$ cat src/rtl/band_fetch_if.sv
// Fetch-side bus of band_fetch: image-memory read port plus the pixel stream
// into the line-buffer stage.
interface band_fetch_if #(
  parameter int ADDR_W = 19
);
  logic              mem_rd;
  logic [ADDR_W-1:0] mem_addr;
  logic [7:0]        mem_data;
  logic [7:0]        data;
  logic              fetch_en;
  logic              band_done;
  logic              frame_done;

  modport master (
    output mem_rd, mem_addr, data, fetch_en, band_done, frame_done,
    input  mem_data
  );

  modport slave (
    input  mem_rd, mem_addr, data, fetch_en, band_done, frame_done,
    output mem_data
  );
endinterface

$ cat src/rtl/band_fetch.sv
// Image-memory read sequencer: primes a 3-row line buffer, then streams one
// row per controller request until the last image row has been sent.
module band_fetch #(
  parameter int IMG_COLS  = 540,
  parameter int IMG_ROWS  = 540,
  parameter int ADDR_W    = 19,
  parameter int BASE_ADDR = 0
) (
  input  logic         clk,
  input  logic         rst,
  input  logic         start_i,
  input  logic         next_i,
  band_fetch_if.master fb,
  output logic         busy_o,
  output logic [9:0]   row_cnt_o
);

  localparam int COL_W = (IMG_COLS > 1) ? $clog2(IMG_COLS) : 1;

  typedef enum logic [1:0] {
    S_IDLE,
    S_PRIME,
    S_WAIT,
    S_LINE
  } state_t;

  state_t            state_q;
  logic [9:0]        row_q;
  logic [COL_W-1:0]  col_q;
  logic [ADDR_W-1:0] addr_q;
  logic              rd_q;
  logic              fetch_en_q;
  logic              band_done_q;
  logic              frame_done_q;
  logic              busy_q;
  logic              col_last_d;
  logic              row_last_d;

  assign col_last_d = (col_q == COL_W'(IMG_COLS - 1));
  assign row_last_d = (row_q == 10'(IMG_ROWS - 1));

  always_ff @(posedge clk or posedge rst) begin
    if (rst) begin
      state_q      <= S_IDLE;
      row_q        <= '0;
      col_q        <= '0;
      addr_q       <= '0;
      rd_q         <= 1'b0;
      fetch_en_q   <= 1'b0;
      band_done_q  <= 1'b0;
      frame_done_q <= 1'b0;
      busy_q       <= 1'b0;
    end else begin
      fetch_en_q   <= rd_q;
      band_done_q  <= 1'b0;
      frame_done_q <= 1'b0;

      if (rd_q) begin
        addr_q <= addr_q + ADDR_W'(1);
        if (col_last_d) begin
          col_q <= '0;
          row_q <= row_q + 10'd1;
        end else begin
          col_q <= col_q + COL_W'(1);
        end
      end

      case (state_q)
        // busy_q lags the final IDLE entry by one cycle so it covers the last data beat
        S_IDLE: begin
          if (start_i && !busy_q) begin
            state_q <= S_PRIME;
            rd_q    <= 1'b1;
            busy_q  <= 1'b1;
            row_q   <= '0;
            col_q   <= '0;
            addr_q  <= ADDR_W'(BASE_ADDR);
          end else begin
            busy_q  <= 1'b0;
          end
        end
        S_PRIME: begin
          if (col_last_d && row_q == 10'd2) begin
            rd_q        <= 1'b0;
            band_done_q <= 1'b1;
            if (IMG_ROWS == 3) begin
              frame_done_q <= 1'b1;
              state_q      <= S_IDLE;
            end else begin
              state_q      <= S_WAIT;
            end
          end
        end
        S_WAIT: begin
          if (next_i) begin
            state_q <= S_LINE;
            rd_q    <= 1'b1;
          end
        end
        S_LINE: begin
          if (col_last_d) begin
            rd_q        <= 1'b0;
            band_done_q <= 1'b1;
            if (row_last_d) begin
              frame_done_q <= 1'b1;
              state_q      <= S_IDLE;
            end else begin
              state_q      <= S_WAIT;
            end
          end
        end
        default: state_q <= S_IDLE;
      endcase
    end
  end

  assign fb.mem_rd     = rd_q;
  assign fb.mem_addr   = addr_q;
  assign fb.fetch_en   = fetch_en_q;
  assign fb.data       = fetch_en_q ? fb.mem_data : 8'd0;
  assign fb.band_done  = band_done_q;
  assign fb.frame_done = frame_done_q;
  assign busy_o        = busy_q;
  assign row_cnt_o     = row_q;

endmodule

$ cat src/flat_wrapper.sv
// flat-port wrapper written by rule: the top's interface ports become plain ports
module band_fetch_flat 
#(
  parameter int IMG_COLS  = 540,
  parameter int IMG_ROWS  = 540,
  parameter int ADDR_W    = 19,
  parameter int BASE_ADDR = 0
)
  (clk, rst, start_i, next_i, busy_o, row_cnt_o, fb_mem_rd, fb_mem_addr, fb_data, fb_fetch_en, fb_band_done, fb_frame_done, fb_mem_data);
  band_fetch_if #(.ADDR_W(ADDR_W)) fb_i ();
  input  logic clk;
  input  logic rst;
  input  logic start_i;
  input  logic next_i;
  output logic busy_o;
  output logic [9:0] row_cnt_o;
  output wire logic [$bits(fb_i.mem_rd)-1:0] fb_mem_rd;
  output wire logic [$bits(fb_i.mem_addr)-1:0] fb_mem_addr;
  output wire logic [$bits(fb_i.data)-1:0] fb_data;
  output wire logic [$bits(fb_i.fetch_en)-1:0] fb_fetch_en;
  output wire logic [$bits(fb_i.band_done)-1:0] fb_band_done;
  output wire logic [$bits(fb_i.frame_done)-1:0] fb_frame_done;
  input wire logic [$bits(fb_i.mem_data)-1:0] fb_mem_data;
  assign fb_mem_rd = fb_i.mem_rd;
  assign fb_mem_addr = fb_i.mem_addr;
  assign fb_data = fb_i.data;
  assign fb_fetch_en = fb_i.fetch_en;
  assign fb_band_done = fb_i.band_done;
  assign fb_frame_done = fb_i.frame_done;
  assign fb_i.mem_data = fb_mem_data;
  band_fetch #(.IMG_COLS(IMG_COLS), .IMG_ROWS(IMG_ROWS), .ADDR_W(ADDR_W), .BASE_ADDR(BASE_ADDR)) u_core (.clk(clk), .rst(rst), .start_i(start_i), .next_i(next_i), .fb(fb_i), .busy_o(busy_o), .row_cnt_o(row_cnt_o));
endmodule
$ cat config.mk
export PLATFORM = sky130hd
export DESIGN_NAME = band_fetch_flat
export DESIGN_NICKNAME = d
export VERILOG_FILES = /design/src/rtl/band_fetch_if.sv /design/src/rtl/band_fetch.sv /design/src/flat_wrapper.sv
export SDC_FILE = /design/constraint.sdc
export NUM_CORES = 1
export LEC_CHECK = 0
export ABC_AREA = 1
export CAP_MARGIN = 20
export CORE_MARGIN = 2
export CORE_UTILIZATION = 40
export CTS_BUF_LIST = sky130_fd_sc_hd__clkbuf_16
export DETAILED_ROUTE_END_ITERATION = 10
export PLACE_DENSITY = 0.68
export SETUP_SLACK_MARGIN = 0.02
export SYNTH_ARGS = -nofsm -noshare
export SYNTH_HDL_FRONTEND = slang
export SYNTH_SLANG_ARGS = --single-unit
$ cat constraint.sdc
create_clock -name clk -period 3.6 [get_ports clk]
set_input_delay 0.72 -clock clk [delete_from_list [all_inputs] [get_ports clk]]
set_output_delay 0.72 -clock clk [all_outputs]
set_load 0.02 [all_outputs]
# [Word-level counts from Yosys, hierarchy flattened]
# Index checks and enable logic that the tools add are counted.
[word_totals] output_inout_bits=42 reg_bits=46 elab_cells=57 inputBits=12
[op_classes] reduce_logical=5 addsub=3 eq_ne=10 mux=30
[op_table] operator="$mux 10" n=8
[op_table] operator="$mux 19" n=3
[op_table] operator="$add 10x1->10 const B" n=2
[op_table] operator="$eq 10x10->1 const B" n=2
[op_table] operator="$add 19x1->19 const B" n=1
[op_table] operator="$eq 10x2->1 const B" n=1
[op_table] operator="$mux 1" n=10
[op_table] operator="$mux 2" n=5
[op_table] operator="$mux 8" n=1
[op_table] operator="$pmux 2 s4" n=1
[op_table] operator="$ne 2x1->1 const B" n=3
[op_table] operator="$eq 2x2->1 const B" n=2
[op_table] operator="$pmux 1 s4" n=1
[op_table] operator="$reduce_and 4->1" n=1
[op_table] operator="$eq 2x1->1 const B" n=1
[op_table] operator="$logic_and 1x1->1" n=2
[op_table] operator="$logic_not 2->1" n=1
[op_table] operator="$ne 2x2->1 const B" n=1
[op_table] operator="$pmux 1 s2" n=1
[op_table] operator="$logic_not 1->1" n=1

# [Logic depth before layout (Yosys ltp)]
[depth] ltp_word=5 ltp_mapped=10 ltp_nobuf=10

# [Worst setup path after synthesis]
# OpenSTA, ideal clock, no wires.
[synth_timing] path_kind="in2out" from="input fb_mem_data[0]" to="output fb_data[0]" required_ps=2880 arrival_ps=904 path_buffers=0 slack_ps=1976 cell_stages=2 path_cell_list="nand2_1 > inv_1"
[synth_between] elab_chain_cells=1
[synth_rtl] element="start, declared" line_no="flat_wrapper.sv:23" rtl="input wire logic [$bits(fb_i.mem_data)-1:0] fb_mem_data;"
[synth_rtl] element="$mux 8" line_no="band_fetch.sv:120" rtl="assign fb.data = fetch_en_q ? fb.mem_data : 8'd0;"
[synth_rtl] element="end, declared" line_no="flat_wrapper.sv:19" rtl="output wire logic [$bits(fb_i.data)-1:0] fb_data;"
# No other way between the ends.

# [Worst setup path after layout]
[layout_timing] from="input fb_mem_data[1]" to="output fb_data[1]"
# The elaborated chain is that of the path after synthesis.

==> flow_summary.json <==
{
  "fill_cells": 579,
  "routed_via_density": 5.00,
  "synth_top_area_share": 0.454,
  "grt.total_usage": 0.176,
  "synthTopCellsByArea": "sky130_fd_sc_hd__dfrtp_1, sky130_fd_sc_hd__nand2_1, sky130_fd_sc_hd__nor2_1, sky130_fd_sc_hd__inv_1, sky130_fd_sc_hd__a21oi_1",
  "yosysWarningCount": 0,
  "portBuffers": 53,
  "design.die.area_um2": 6990,
  "cp.arrival_ps": 1880,
  "grt_antenna_before_repair": 0,
  "ctsHoldBuffers": 0,
  "synth_cells": 341,
  "via_count_of_the_first_global_routing_pass": 2379,
  "setup.worst_path.start_class": "primary input",
  "worst_r2r_path_depth": 9,
  "holdPathEnd": "u_core.fb.mem_addr[14]",
  "critical_path.reg2reg.startpoint": "u_core.col_q[0]",
  "worst-slew-pin-transition_ps": 395,
  "cts-buffers-inserted": 5,
  "final-max-slew-violation-count": 0,
  "dr.first_iter.drc_count": 169,
  "layout_overhead_on_the_synthesized_area_pct": 30.2,
  "clkLatencyLatePin_ps": 280,
  "gpl.final_weighted_congestion": 0.936,
  "cts-root-to-sink-buffers": 2,
  "syn_area_per_cell_um2": 7.43,
  "cts.sinks": 46,
  "timing.clock.skew_ps": 5.47,
  "holdPathStages": 1,
  "post-route-period-util": 0.723,
  "finalWirelength_mm": 5.75,
  "finalHoldViolCount": 0,
  "power.density_cell_area_nw_per_um2": 590,
  "synth_cell_types": 29,
  "std_cell_rows": 28,
  "final_hpwl_dp_mm": 4.17,
  "drive_above_1_share": 0.0752,
  "die_width_um": 83.6,
  "post-route-drc-count": 0,
  "critPathCaptureType": "output pin",
  "timing.hold.ws_ps": 493,
  "placedInstanceArea_um2": 3140,
  "cap_viol_max_count": 0,
  "netlist.top_cell.by_area": "sky130_fd_sc_hd__dfrtp_1",
  "syn_area_um2": 2530,
  "run_status": "finished clean",
  "path_class": "primary input to output pin",
  "reg2reg_slack_ps": 1870,
  "tritoncts": "yes",
  "multi_input_gate_area_in_the_final_layout_um2": 1150,
  "globalRouteOverflowTotal": 0,
  "initial_utilization": 0.420,
  "crit_slowest_cell": "sky130_fd_sc_hd__clkdlybuf4s50_1",
  "core_region_area_um2": 6030,
  "clkTransAtPathRegs_ps": 60,
  "p_total_mw": 1.95,
  "max_fanout_on_critical_path": 1,
  "mappedNetlistNets": 357,
  "total_leakage_power_nw": 1.61,
  "critPathRequiredTime_ps": 2880,
  "htree_num_levels": 2,
  "seq_area_um2": 1150,
  "antenna_left": 0,
  "vdd_ir_drop_max_uv": 295,
  "rsz0062_at_grt": "no",
  "setup-violations-final": 0,
  "timing.critical_path.cells": "clkdlybuf4s50_1 > nand2_1 > inv_1 > clkdlybuf4s50_1",
  "cts_post_setup_buffers_inserted": 0,
  "nets": 414,
  "wl_per_cell_um": 12.1,
  "setup_tns_final_ps": 0,
  "critPathMostFrequentCell": "sky130_fd_sc_hd__clkdlybuf4s50_1",
  "number_of_gates_given_a_new_drive_strength_after_cts": 0,
  "maximum_clock_frequency_mhz": 384,
  "final_area_um2": 3300,
  "grt_pass1_wl_mm": 10.4,
  "timing.critical_path.slowest_cell_delay_ps": 590,
  "slew_headroom": 0.737,
  "worstHoldStart": "u_core.fb.mem_addr[14]",
  "fp.dieH_um": 83.6,
  "design.portCount": 54,
  "synth_seq_cells": 46,
  "clk_root_buffer_cell": "sky130_fd_sc_hd__clkbuf_16",
  "synth_sequential_area_ratio": 0.454,
  "antenna_cells_inserted": 0,
  "holdCritPathClass": "flop to flop",
  "via_count": 2369,
  "grt_max_degree": 47,
  "regToRegEndpoint": "u_core.row_cnt_o[5]",
  "detail_route.first_pass.iterations": 4,
  "min_period_ps": 2600
}
placed cells by master, fill, tap and decap left out, types with 6 or more instances in the layout:
master,Yosys,final
sky130_fd_sc_hd__dfrtp_1,46,46
sky130_fd_sc_hd__nor3_1,13,13
sky130_fd_sc_hd__nor2_1,53,53
sky130_fd_sc_hd__nand2_1,75,75
sky130_fd_sc_hd__clkdlybuf4s50_1,0,53
sky130_fd_sc_hd__nand3_1,22,22
sky130_fd_sc_hd__a21oi_1,25,25
sky130_fd_sc_hd__o21ai_0,6,6
sky130_fd_sc_hd__inv_1,49,48
sky130_fd_sc_hd__nand4_1,8,8
logic make-up (layout without fill, tap and decap cells):
family | count (synthesis) | in the layout | share of synthesized area
AOI/OAI and AO/OA | 42 | 42 | 0.0894
xor gates and xnor gates | 3 | 3 | 0.0104
adders and majority gates | 4 | 4 | 0.0198
buffers and inverters | 58 | 116 | 0.0909
DFF | 46 | 46 | 0.454
and+or+nand+nor | 188 | 188 | 0.335
metrics by stage:
stage                     instances   util  setup slack (ps)
after floorplan                 341      -              1790
after global placement          465  0.521               993
after detailed placement        465  0.521               987
after CTS                       473  0.544               983
after global routing            474  0.548               939
final                           474  0.548               997
worst max path at each step:
| stage | start | endpoint | slack (ps) | cells past startpoint |
|---|---|---|---|---|
| final | fb_mem_data[1] | fb_data[1] | 1000 | 4 |
| after global placement | fb_mem_data[3] | fb_data[3] | 990 | 4 |
| after global routing | fb_mem_data[2] | fb_data[2] | 940 | 4 |
| after CTS | fb_mem_data[1] | fb_data[1] | 980 | 4 |
| after detailed placement | fb_mem_data[1] | fb_data[1] | 990 | 4 |
| after floorplan | rst | u_core.busy_o | 1790 | 1 |
registers in the layout, indices dropped and copies added (netlist names):
signal,count
u_core.busy_o,1
u_core.col_q,10
u_core.fb.band_done,1
u_core.fb.fetch_en,1
u_core.fb.frame_done,1
u_core.fb.mem_addr,19
u_core.fb.mem_rd,1
u_core.row_cnt_o,10
u_core.state_q,2
Yosys cell counts:
| cell | instances |
|---|---|
| sky130_fd_sc_hd__o211a_1 | 1 |
| sky130_fd_sc_hd__xor2_1 | 1 |
| sky130_fd_sc_hd__o21a_1 | 2 |
| sky130_fd_sc_hd__nor2_1 | 53 |
| sky130_fd_sc_hd__nand2_1 | 75 |
| sky130_fd_sc_hd__nor2_4 | 4 |
| sky130_fd_sc_hd__inv_2 | 3 |
| sky130_fd_sc_hd__buf_2 | 4 |
| sky130_fd_sc_hd__nand4_2 | 1 |
| sky130_fd_sc_hd__a31oi_1 | 1 |
| sky130_fd_sc_hd__inv_1 | 49 |
| sky130_fd_sc_hd__a21oi_1 | 25 |
| sky130_fd_sc_hd__or2_0 | 1 |
| sky130_fd_sc_hd__o211ai_1 | 1 |
| sky130_fd_sc_hd__nand3_1 | 22 |
| sky130_fd_sc_hd__dfrtp_1 | 46 |
| sky130_fd_sc_hd__nand3_2 | 2 |
| sky130_fd_sc_hd__buf_6 | 1 |
| sky130_fd_sc_hd__o21ai_1 | 5 |
| sky130_fd_sc_hd__nor3_1 | 13 |
| sky130_fd_sc_hd__xnor2_1 | 2 |
| sky130_fd_sc_hd__nor2_2 | 5 |
| sky130_fd_sc_hd__nand4_1 | 8 |
| sky130_fd_sc_hd__ha_1 | 4 |
| sky130_fd_sc_hd__clkbuf_1 | 1 |
| sky130_fd_sc_hd__o21ai_0 | 6 |
| sky130_fd_sc_hd__a211oi_1 | 1 |
| sky130_fd_sc_hd__nor3_2 | 1 |
| sky130_fd_sc_hd__nand2_2 | 3 |
per-layer routing:
layer,track usage,share of wire
met1,0.224,0.46
met2,0.291,0.47
met3,0.0346,0.046
met4,0.0762,0.030
met5,0,0
where the power goes:
group / total, mW / leakage (nW) / internal [mW] / switching, mW
logic: 0.738 / 0.950 / 0.315 / 0.423
clock network: 0.449 / 0.0672 / 0.254 / 0.195
registers: 0.760 / 0.598 / 0.632 / 0.128
worst max-delay path: cells and delay by family:
family | cells | cell delay (ps)
buffers and inverters | 3 | 1110
and+or+nand+nor | 1 | 50
area by class of cell:
type	instances	area share
tap	75	0.0284
timing repair buffer	56	0.171
multi-input combinational	237	0.349
inverter	52	0.0592
sequential	46	0.349
clock inverter	3	0.00493
clock buffer	5	0.0379
No activity file was read; power rests on OpenSTA's default activity.
